<file path="src/rtl/slot_pkg.sv">
// Shared types for the slot reel block: reel symbols and controller states.
package slot_pkg;

  typedef enum logic [2:0] {
    BLANK     = 3'd0,
    LIME      = 3'd1,
    BANANA    = 3'd2,
    ORANGE    = 3'd3,
    BLUEBERRY = 3'd4,
    GRAPE     = 3'd5,
    CHERRY    = 3'd6,
    COCONUT   = 3'd7
  } symbol_t;

  typedef enum logic [1:0] {
    IDLE,
    SPIN,
    STOPPING
  } state_t;

  localparam int GAP_W = 8;

endpackage

</file>
<file path="src/rtl/reel_strip_lut.sv">
// Reel strip: maps a 5-bit reel position to the symbol printed there.
module reel_strip_lut
  import slot_pkg::*;
(
  input  logic [4:0] i_pos,
  output symbol_t    o_sym
);

  // Even positions are the blank gaps between symbols.
  always_comb begin
    o_sym = BLANK;
    if (i_pos[0]) begin
      unique case (i_pos[4:1])
        4'd0:  o_sym = LIME;
        4'd1:  o_sym = BANANA;
        4'd2:  o_sym = ORANGE;
        4'd3:  o_sym = BLUEBERRY;
        4'd4:  o_sym = GRAPE;
        4'd5:  o_sym = LIME;
        4'd6:  o_sym = BANANA;
        4'd7:  o_sym = CHERRY;
        4'd8:  o_sym = ORANGE;
        4'd9:  o_sym = GRAPE;
        4'd10: o_sym = LIME;
        4'd11: o_sym = BLUEBERRY;
        4'd12: o_sym = BANANA;
        4'd13: o_sym = ORANGE;
        4'd14: o_sym = GRAPE;
        4'd15: o_sym = COCONUT;
      endcase
    end
  end

endmodule

</file>
<file path="src/rtl/reel_spinner.sv">
// Multi-reel spin controller with staggered, symbol-aligned stopping.
// Optional REEL_NUDGE_EN adds an IDLE-time nudge of a selected reel.
module reel_spinner
  import slot_pkg::*;
#(
  parameter int N_REELS  = 3,
  parameter int POS_W    = 5,
  parameter int STOP_GAP = 8
) (
  input  logic                       clk,
  input  logic                       rst,
  input  logic                       tick,
  input  logic                       start,
  input  logic                       stop,
`ifdef REEL_NUDGE_EN
  input  logic                       nudge,
  input  logic [((N_REELS > 1) ? $clog2(N_REELS) : 1)-1:0] nudge_sel,
`endif
  output logic [N_REELS*POS_W-1:0]   pos,
  output logic [N_REELS*3-1:0]       symbol,
  output logic [N_REELS-1:0]         spinning,
  output logic                       busy,
  output logic                       done
);

  localparam int SEL_W = (N_REELS > 1) ? $clog2(N_REELS) : 1;

  state_t                           r_state;
  logic [N_REELS-1:0][POS_W-1:0]    r_pos;
  logic [N_REELS-1:0]               r_spin;
  logic [N_REELS-1:0]               r_req;
  logic [GAP_W-1:0]                 r_gap;
  logic                             r_gap_on;
  logic [SEL_W-1:0]                 r_next;
  logic                             r_done;
  logic [N_REELS-1:0]               w_halt;

  // A requested reel only halts on an odd (symbol) position.
  always_comb begin
    w_halt = '0;
    for (int i = 0; i < N_REELS; i++) begin
      w_halt[i] = tick & r_spin[i] & r_req[i] & r_pos[i][0];
    end
  end

  always_ff @(posedge clk) begin
    if (rst) begin
      r_state  <= IDLE;
      for (int i = 0; i < N_REELS; i++) begin
        r_pos[i] <= POS_W'(1);
      end
      r_spin   <= '0;
      r_req    <= '0;
      r_gap    <= '0;
      r_gap_on <= 1'b0;
      r_next   <= '0;
      r_done   <= 1'b0;
    end else begin
      r_done <= 1'b0;
      unique case (r_state)
        IDLE: begin
          if (start) begin
            r_state <= SPIN;
            r_spin  <= '1;
          end
`ifdef REEL_NUDGE_EN
          if (nudge && (32'(nudge_sel) < N_REELS)) begin
            r_pos[nudge_sel] <= r_pos[nudge_sel] + POS_W'(2);
          end
`endif
        end
        SPIN: begin
          if (stop) begin
            r_state  <= STOPPING;
            r_req[0] <= 1'b1;
          end
        end
        STOPPING: begin
          if (tick && r_gap_on) begin
            if (r_gap == GAP_W'(STOP_GAP - 1)) begin
              r_gap_on      <= 1'b0;
              r_req[r_next] <= 1'b1;
            end else begin
              r_gap <= r_gap + 1'b1;
            end
          end
          for (int i = 0; i < N_REELS; i++) begin
            if (w_halt[i]) begin
              r_spin[i] <= 1'b0;
              r_req[i]  <= 1'b0;
              if (i == N_REELS - 1) begin
                r_done  <= 1'b1;
                r_state <= IDLE;
              end else begin
                r_gap_on <= 1'b1;
                r_gap    <= '0;
                r_next   <= SEL_W'(i + 1);
              end
            end
          end
        end
        default: r_state <= IDLE;
      endcase
      if (tick && (r_state != IDLE)) begin
        for (int i = 0; i < N_REELS; i++) begin
          if (r_spin[i] && !w_halt[i]) begin
            r_pos[i] <= r_pos[i] + POS_W'(1);
          end
        end
      end
    end
  end

  assign pos      = r_pos;
  assign spinning = r_spin;
  assign busy     = (r_state != IDLE);
  assign done     = r_done;

  for (genvar g = 0; g < N_REELS; g++) begin : g_reel
    symbol_t w_sym;
    reel_strip_lut u_lut (
      .i_pos (r_pos[g][4:0]),
      .o_sym (w_sym)
    );
    assign symbol[g*3 +: 3] = w_sym;
  end

endmodule

</file>
<file path="config.mk">
export PLATFORM = sky130hd
export DESIGN_NAME = reel_spinner
export DESIGN_NICKNAME = d
export VERILOG_FILES = /design/src/rtl/slot_pkg.sv /design/src/rtl/reel_strip_lut.sv /design/src/rtl/reel_spinner.sv
export SDC_FILE = /design/constraint.sdc
export NUM_CORES = 1
export LEC_CHECK = 0
export ABC_AREA = 1
export BUFFER_PORTS_ARGS = -buffer_cell sky130_fd_sc_hd__buf_4
export CORE_ASPECT_RATIO = 0.7
export CORE_MARGIN = 4
export CORE_UTILIZATION = 46
export CTS_CLUSTER_DIAMETER = 80
export CTS_CLUSTER_SIZE = 16
export DETAILED_ROUTE_END_ITERATION = 16
export MAX_ROUTING_LAYER = met4
export PLACE_DENSITY = 0.67
export SETUP_SLACK_MARGIN = 0.05
export SYNTH_ARGS = -nofsm -noshare
export SYNTH_HDL_FRONTEND = slang
export SYNTH_HIERARCHICAL = 1
export SYNTH_SLANG_ARGS = --single-unit
</file>
<file path="constraint.sdc">
create_clock -name clk -period 1.9 [get_ports clk]
set_clock_uncertainty 0.1 [all_clocks]
set_input_delay 0.285 -clock clk [delete_from_list [all_inputs] [get_ports clk]]
set_output_delay 0.285 -clock clk [all_outputs]
set_load 0.005 [all_outputs]
</file>
==> impl_metrics.xml <==
<?xml version="1.0" encoding="UTF-8"?>
<metrics>
  <group name="global_route">
    <metric name="global_route.overflow_total" unit="">0</metric>
    <metric name="pin_count_of_the_biggest_net_entering_global_routing" unit="">15</metric>
    <metric name="grt.total_usage" unit="">0.176</metric>
    <metric name="initial_antenna_violation_count" unit="">0</metric>
    <metric name="first_global_vias" unit="">1859</metric>
    <metric name="grt_first_pass_wirelength" unit="um">7940</metric>
  </group>
  <group name="floorplan">
    <metric name="dieWidth" unit="um">88.6</metric>
    <metric name="die_area" unit="sq mm">0.00571</metric>
    <metric name="core.rowCount" unit="">20</metric>
    <metric name="design.portCount" unit="">34</metric>
    <metric name="die-height" unit="um">64.4</metric>
    <metric name="design.core.area" unit="sq mm">0.00435</metric>
    <metric name="floorplan.initialDensity" unit="">0.480</metric>
  </group>
  <group name="placement">
    <metric name="placement.cell_area" unit="sq mm">0.00242</metric>
    <metric name="port_buffers" unit="">33</metric>
    <metric name="gp_routability_congestion" unit="">0.892</metric>
    <metric name="place.detailed.hpwl" unit="um">3470</metric>
    <metric name="dp_cells" unit="">422</metric>
  </group>
  <group name="routing">
    <metric name="via_count" unit="">2121</metric>
    <metric name="dr.first_iter.drc_count" unit="">88</metric>
    <metric name="antenna_left" unit="">0</metric>
    <metric name="wirelength" unit="um">4660</metric>
    <metric name="drt_pre_antenna_iters" unit="">4</metric>
    <metric name="drt-vias-per-instance" unit="">4.88</metric>
    <metric name="drc" unit="">0</metric>
    <metric name="avgRoutedWirePerCell" unit="um">10.7</metric>
  </group>
  <group name="final_layout">
    <metric name="design_area" unit="sq mm">0.00263</metric>
    <metric name="n_antenna_cell" unit="">0</metric>
    <metric name="num-fill-cells" unit="">433</metric>
    <metric name="drive_above_1_share" unit="">0.221</metric>
    <metric name="fin_nets" unit="">397</metric>
    <metric name="post-route-util" unit="">0.603</metric>
    <metric name="finalNonFillerCells" unit="">435</metric>
    <metric name="area_delta_synth_final" unit="%">25.6</metric>
  </group>
  <group name="worst_setup_path">
    <metric name="setup.worst_path.start_class" unit="">flip-flop</metric>
    <metric name="endpoint_kind" unit="">output port</metric>
    <metric name="required" unit="ns">1.51</metric>
    <metric name="crit_fanout" unit="">4</metric>
    <metric name="arrival" unit="ns">1.39</metric>
    <metric name="timing_worst_setup_path_type" unit="">reg2out</metric>
  </group>
  <group name="sta">
    <metric name="hold_viol_final" unit="">0</metric>
    <metric name="achievable_frequency" unit="MHz">564</metric>
    <metric name="setup_total_negative_slack" unit="ns">0</metric>
    <metric name="report.final.setup_viol" unit="">0</metric>
    <metric name="timing.final.max_slew_violations" unit="">0</metric>
    <metric name="timing.final.crit_period" unit="ns">1.77</metric>
    <metric name="worst-slew-pin-transition" unit="ns">0.417</metric>
    <metric name="part_of_the_cycle_the_worst_path_needs" unit="">0.934</metric>
    <metric name="slew_headroom" unit="">0.722</metric>
    <metric name="rsz0062_at_grt" unit="">yes</metric>
  </group>
  <group name="clocking">
    <metric name="cts_hold_buf" unit="">0</metric>
    <metric name="tritoncts_clock_tree" unit="">built</metric>
    <metric name="cts.htree.levels" unit="">2</metric>
    <metric name="clkLatencyLatePin" unit="ns">0.28</metric>
    <metric name="clk_pin_slew" unit="ns">0.07</metric>
    <metric name="cts-buffers-inserted" unit="">5</metric>
    <metric name="clock_tree_buffer_depth" unit="">2</metric>
    <metric name="clock-root-buffer" unit="">clkbuf_8</metric>
    <metric name="clock-sinks" unit="">35</metric>
  </group>
  <group name="synthesis">
    <metric name="synth_seq_cells" unit="">35</metric>
    <metric name="netlist.top_cell.by_area" unit="">dfxtp_1</metric>
    <metric name="synthDistinctLibCells" unit="">25</metric>
    <metric name="yosys.cell_count.top_type" unit="">nand2_1</metric>
    <metric name="synth_edf_count" unit="">0</metric>
    <metric name="synth_cells" unit="">332</metric>
    <metric name="top_cells_by_area_in_the_synthesized_netlist" unit="">dfxtp_1, nand2_1, nor2_1, ha_1, inv_1</metric>
    <metric name="synth.net_count" unit="">350</metric>
    <metric name="yosysWarnings" unit="">6</metric>
    <metric name="post-synth-top-area-fraction" unit="">0.335</metric>
    <metric name="mappedNetlistArea" unit="sq mm">0.00209</metric>
    <metric name="synth_sequential_area_ratio" unit="">0.335</metric>
    <metric name="synth-async-reset-ratio" unit="">0</metric>
    <metric name="post_synth_most_frequent_cells" unit="">nand2_1, nor2_1, inv_1</metric>
    <metric name="post_synth.cell_area_avg" unit="sq um">6.30</metric>
    <metric name="synthFlopType" unit="">dfxtp_1</metric>
  </group>
  <group name="power_and_ir_drop">
    <metric name="ir_worst_vdd" unit="mV">0.459</metric>
    <metric name="power.combinational.fraction" unit="">0.124</metric>
    <metric name="power_switching_share" unit="">0.254</metric>
    <metric name="p_leak" unit="uW">0.00127</metric>
    <metric name="internal_power" unit="uW">1090</metric>
    <metric name="clock_share_of_power" unit="">0.349</metric>
    <metric name="power.sequential.fraction" unit="">0.527</metric>
    <metric name="switching_power" unit="uW">370</metric>
    <metric name="power-per-cell-area" unit="mW/mm^2">555</metric>
  </group>
  <group name="run_status">
    <metric name="outcome" unit="">completed</metric>
  </group>
  <group name="worst_hold_path">
    <metric name="timing.hold.worst.class" unit="">in2reg</metric>
  </group>
  <group name="flow_run">
    <metric name="max_cap_viol_count" unit="">0</metric>
  </group>
</metrics>
[stage by stage]
step	setup slack (ns)	total power (uW)	hold WS (ns)
floorplan	0.407	884	0.286
global placement	0.287	961	0.335
detailed placement	0.320	961	0.337
CTS	0.0640	1480	0.0902
global route	0.0394	1540	0.105
finish	0.126	1460	0.0954
[path summary, 6_finish.rpt]
check | from | end | slack [ns] | depth (start not counted)
min | stop | r_state[0] | 0.1 | 2
max reg2reg | pos[5] | r_gap[0] | 0.30 | 7
max | pos[1] | symbol[0] | 0.13 | 8
min reg2reg | r_req[2] | r_req[2] | 0.34 | 2
[area by class of cell]
| type | count | area (sq um) | area share |
|---|---|---|---|
| clock buffer | 7 | 76.3 | 0.0290 |
| clock inverter | 1 | 5.00 | 0.00190 |
| inverter | 47 | 176 | 0.0671 |
| multi-input combinational | 247 | 1240 | 0.474 |
| sequential | 35 | 721 | 0.274 |
| tap | 55 | 68.8 | 0.0262 |
| timing repair buffer | 43 | 335 | 0.128 |
[power by group through the flow]
stage / registers (uW) / logic (uW) / clock network (uW)
2_1_floorplan: 791 / 93.8 / 0
3_3_place_gp: 791 / 169 / 0
3_5_place_dp: 791 / 170 / 0
4_1_cts: 775 / 171 / 532
5_1_grt: 772 / 208 / 560
6_report: 769 / 180 / 510
[per-layer routing]
layer,GRT usage,wire length (um),vias to the layer above
li1,-,-,1144
met5,-,0,-
met1,0.245,2360,916
met2,0.252,1920,54
met4,0.0547,58,0
met3,0.0419,314,7
[worst max-delay path: stages, from the launching register on]
cell and delay (ns):
dfxtp_4 0.35, buf_4 0.15, ha_2 0.18, inv_2 0.04, nand2_1 0.04, nand3_1 0.07
nand2_1 0.06, nor2_2 0.11, buf_4 0.11
[what timing repair did]
item | CTS | global route
setup endpoints to repair | 6 | 8
buffers inserted | 0 | 5
pin swaps | 0 | 9
gates resized for setup | 5 | 15
[cells by family (layout without fill, tap and decap cells)]
kind of cell	after synthesis	count (layout)	share of synthesized area
AOI/OAI and AO/OA	50	50	0.126
DFF	35	35	0.335
buffers and inverters	50	98	0.0945
adders and majority gates	13	13	0.0778
and+or+nand+nor	184	184	0.367
[registers in the layout (all words and copies together), names as in the netlist]
register  cells
r_gap         8
spinning      3
r_req         3
pos          15
r_next        2
r_gap_on      1
r_state       2
done          1
[cells in the final DEF (no fill, tap or decap)]
cell type   n
ha_4        3
ha_1        8
nor2_4      1
dfxtp_2     1
inv_1      36
a21oi_1    26
nor2_2      6
buf_12      1
clkinv_2    1
o21ai_2     2
ha_2        2
o21ai_0    16
nand2_1    93
nand4_1     1
clkbuf_8    5
buf_4      42
o21ai_1     3
inv_2       8
dfxtp_1    29
o41ai_1     1
and3_1      2
o31ai_1     1
nor2_1     50
clkbuf_1    2
nor3_1      3
dfxtp_4     5
nand2_4     1
nand3_1    21
clkinv_1    3
nand2_2     6
o21bai_1    1
No activity file was read; power rests on OpenSTA's default activity.
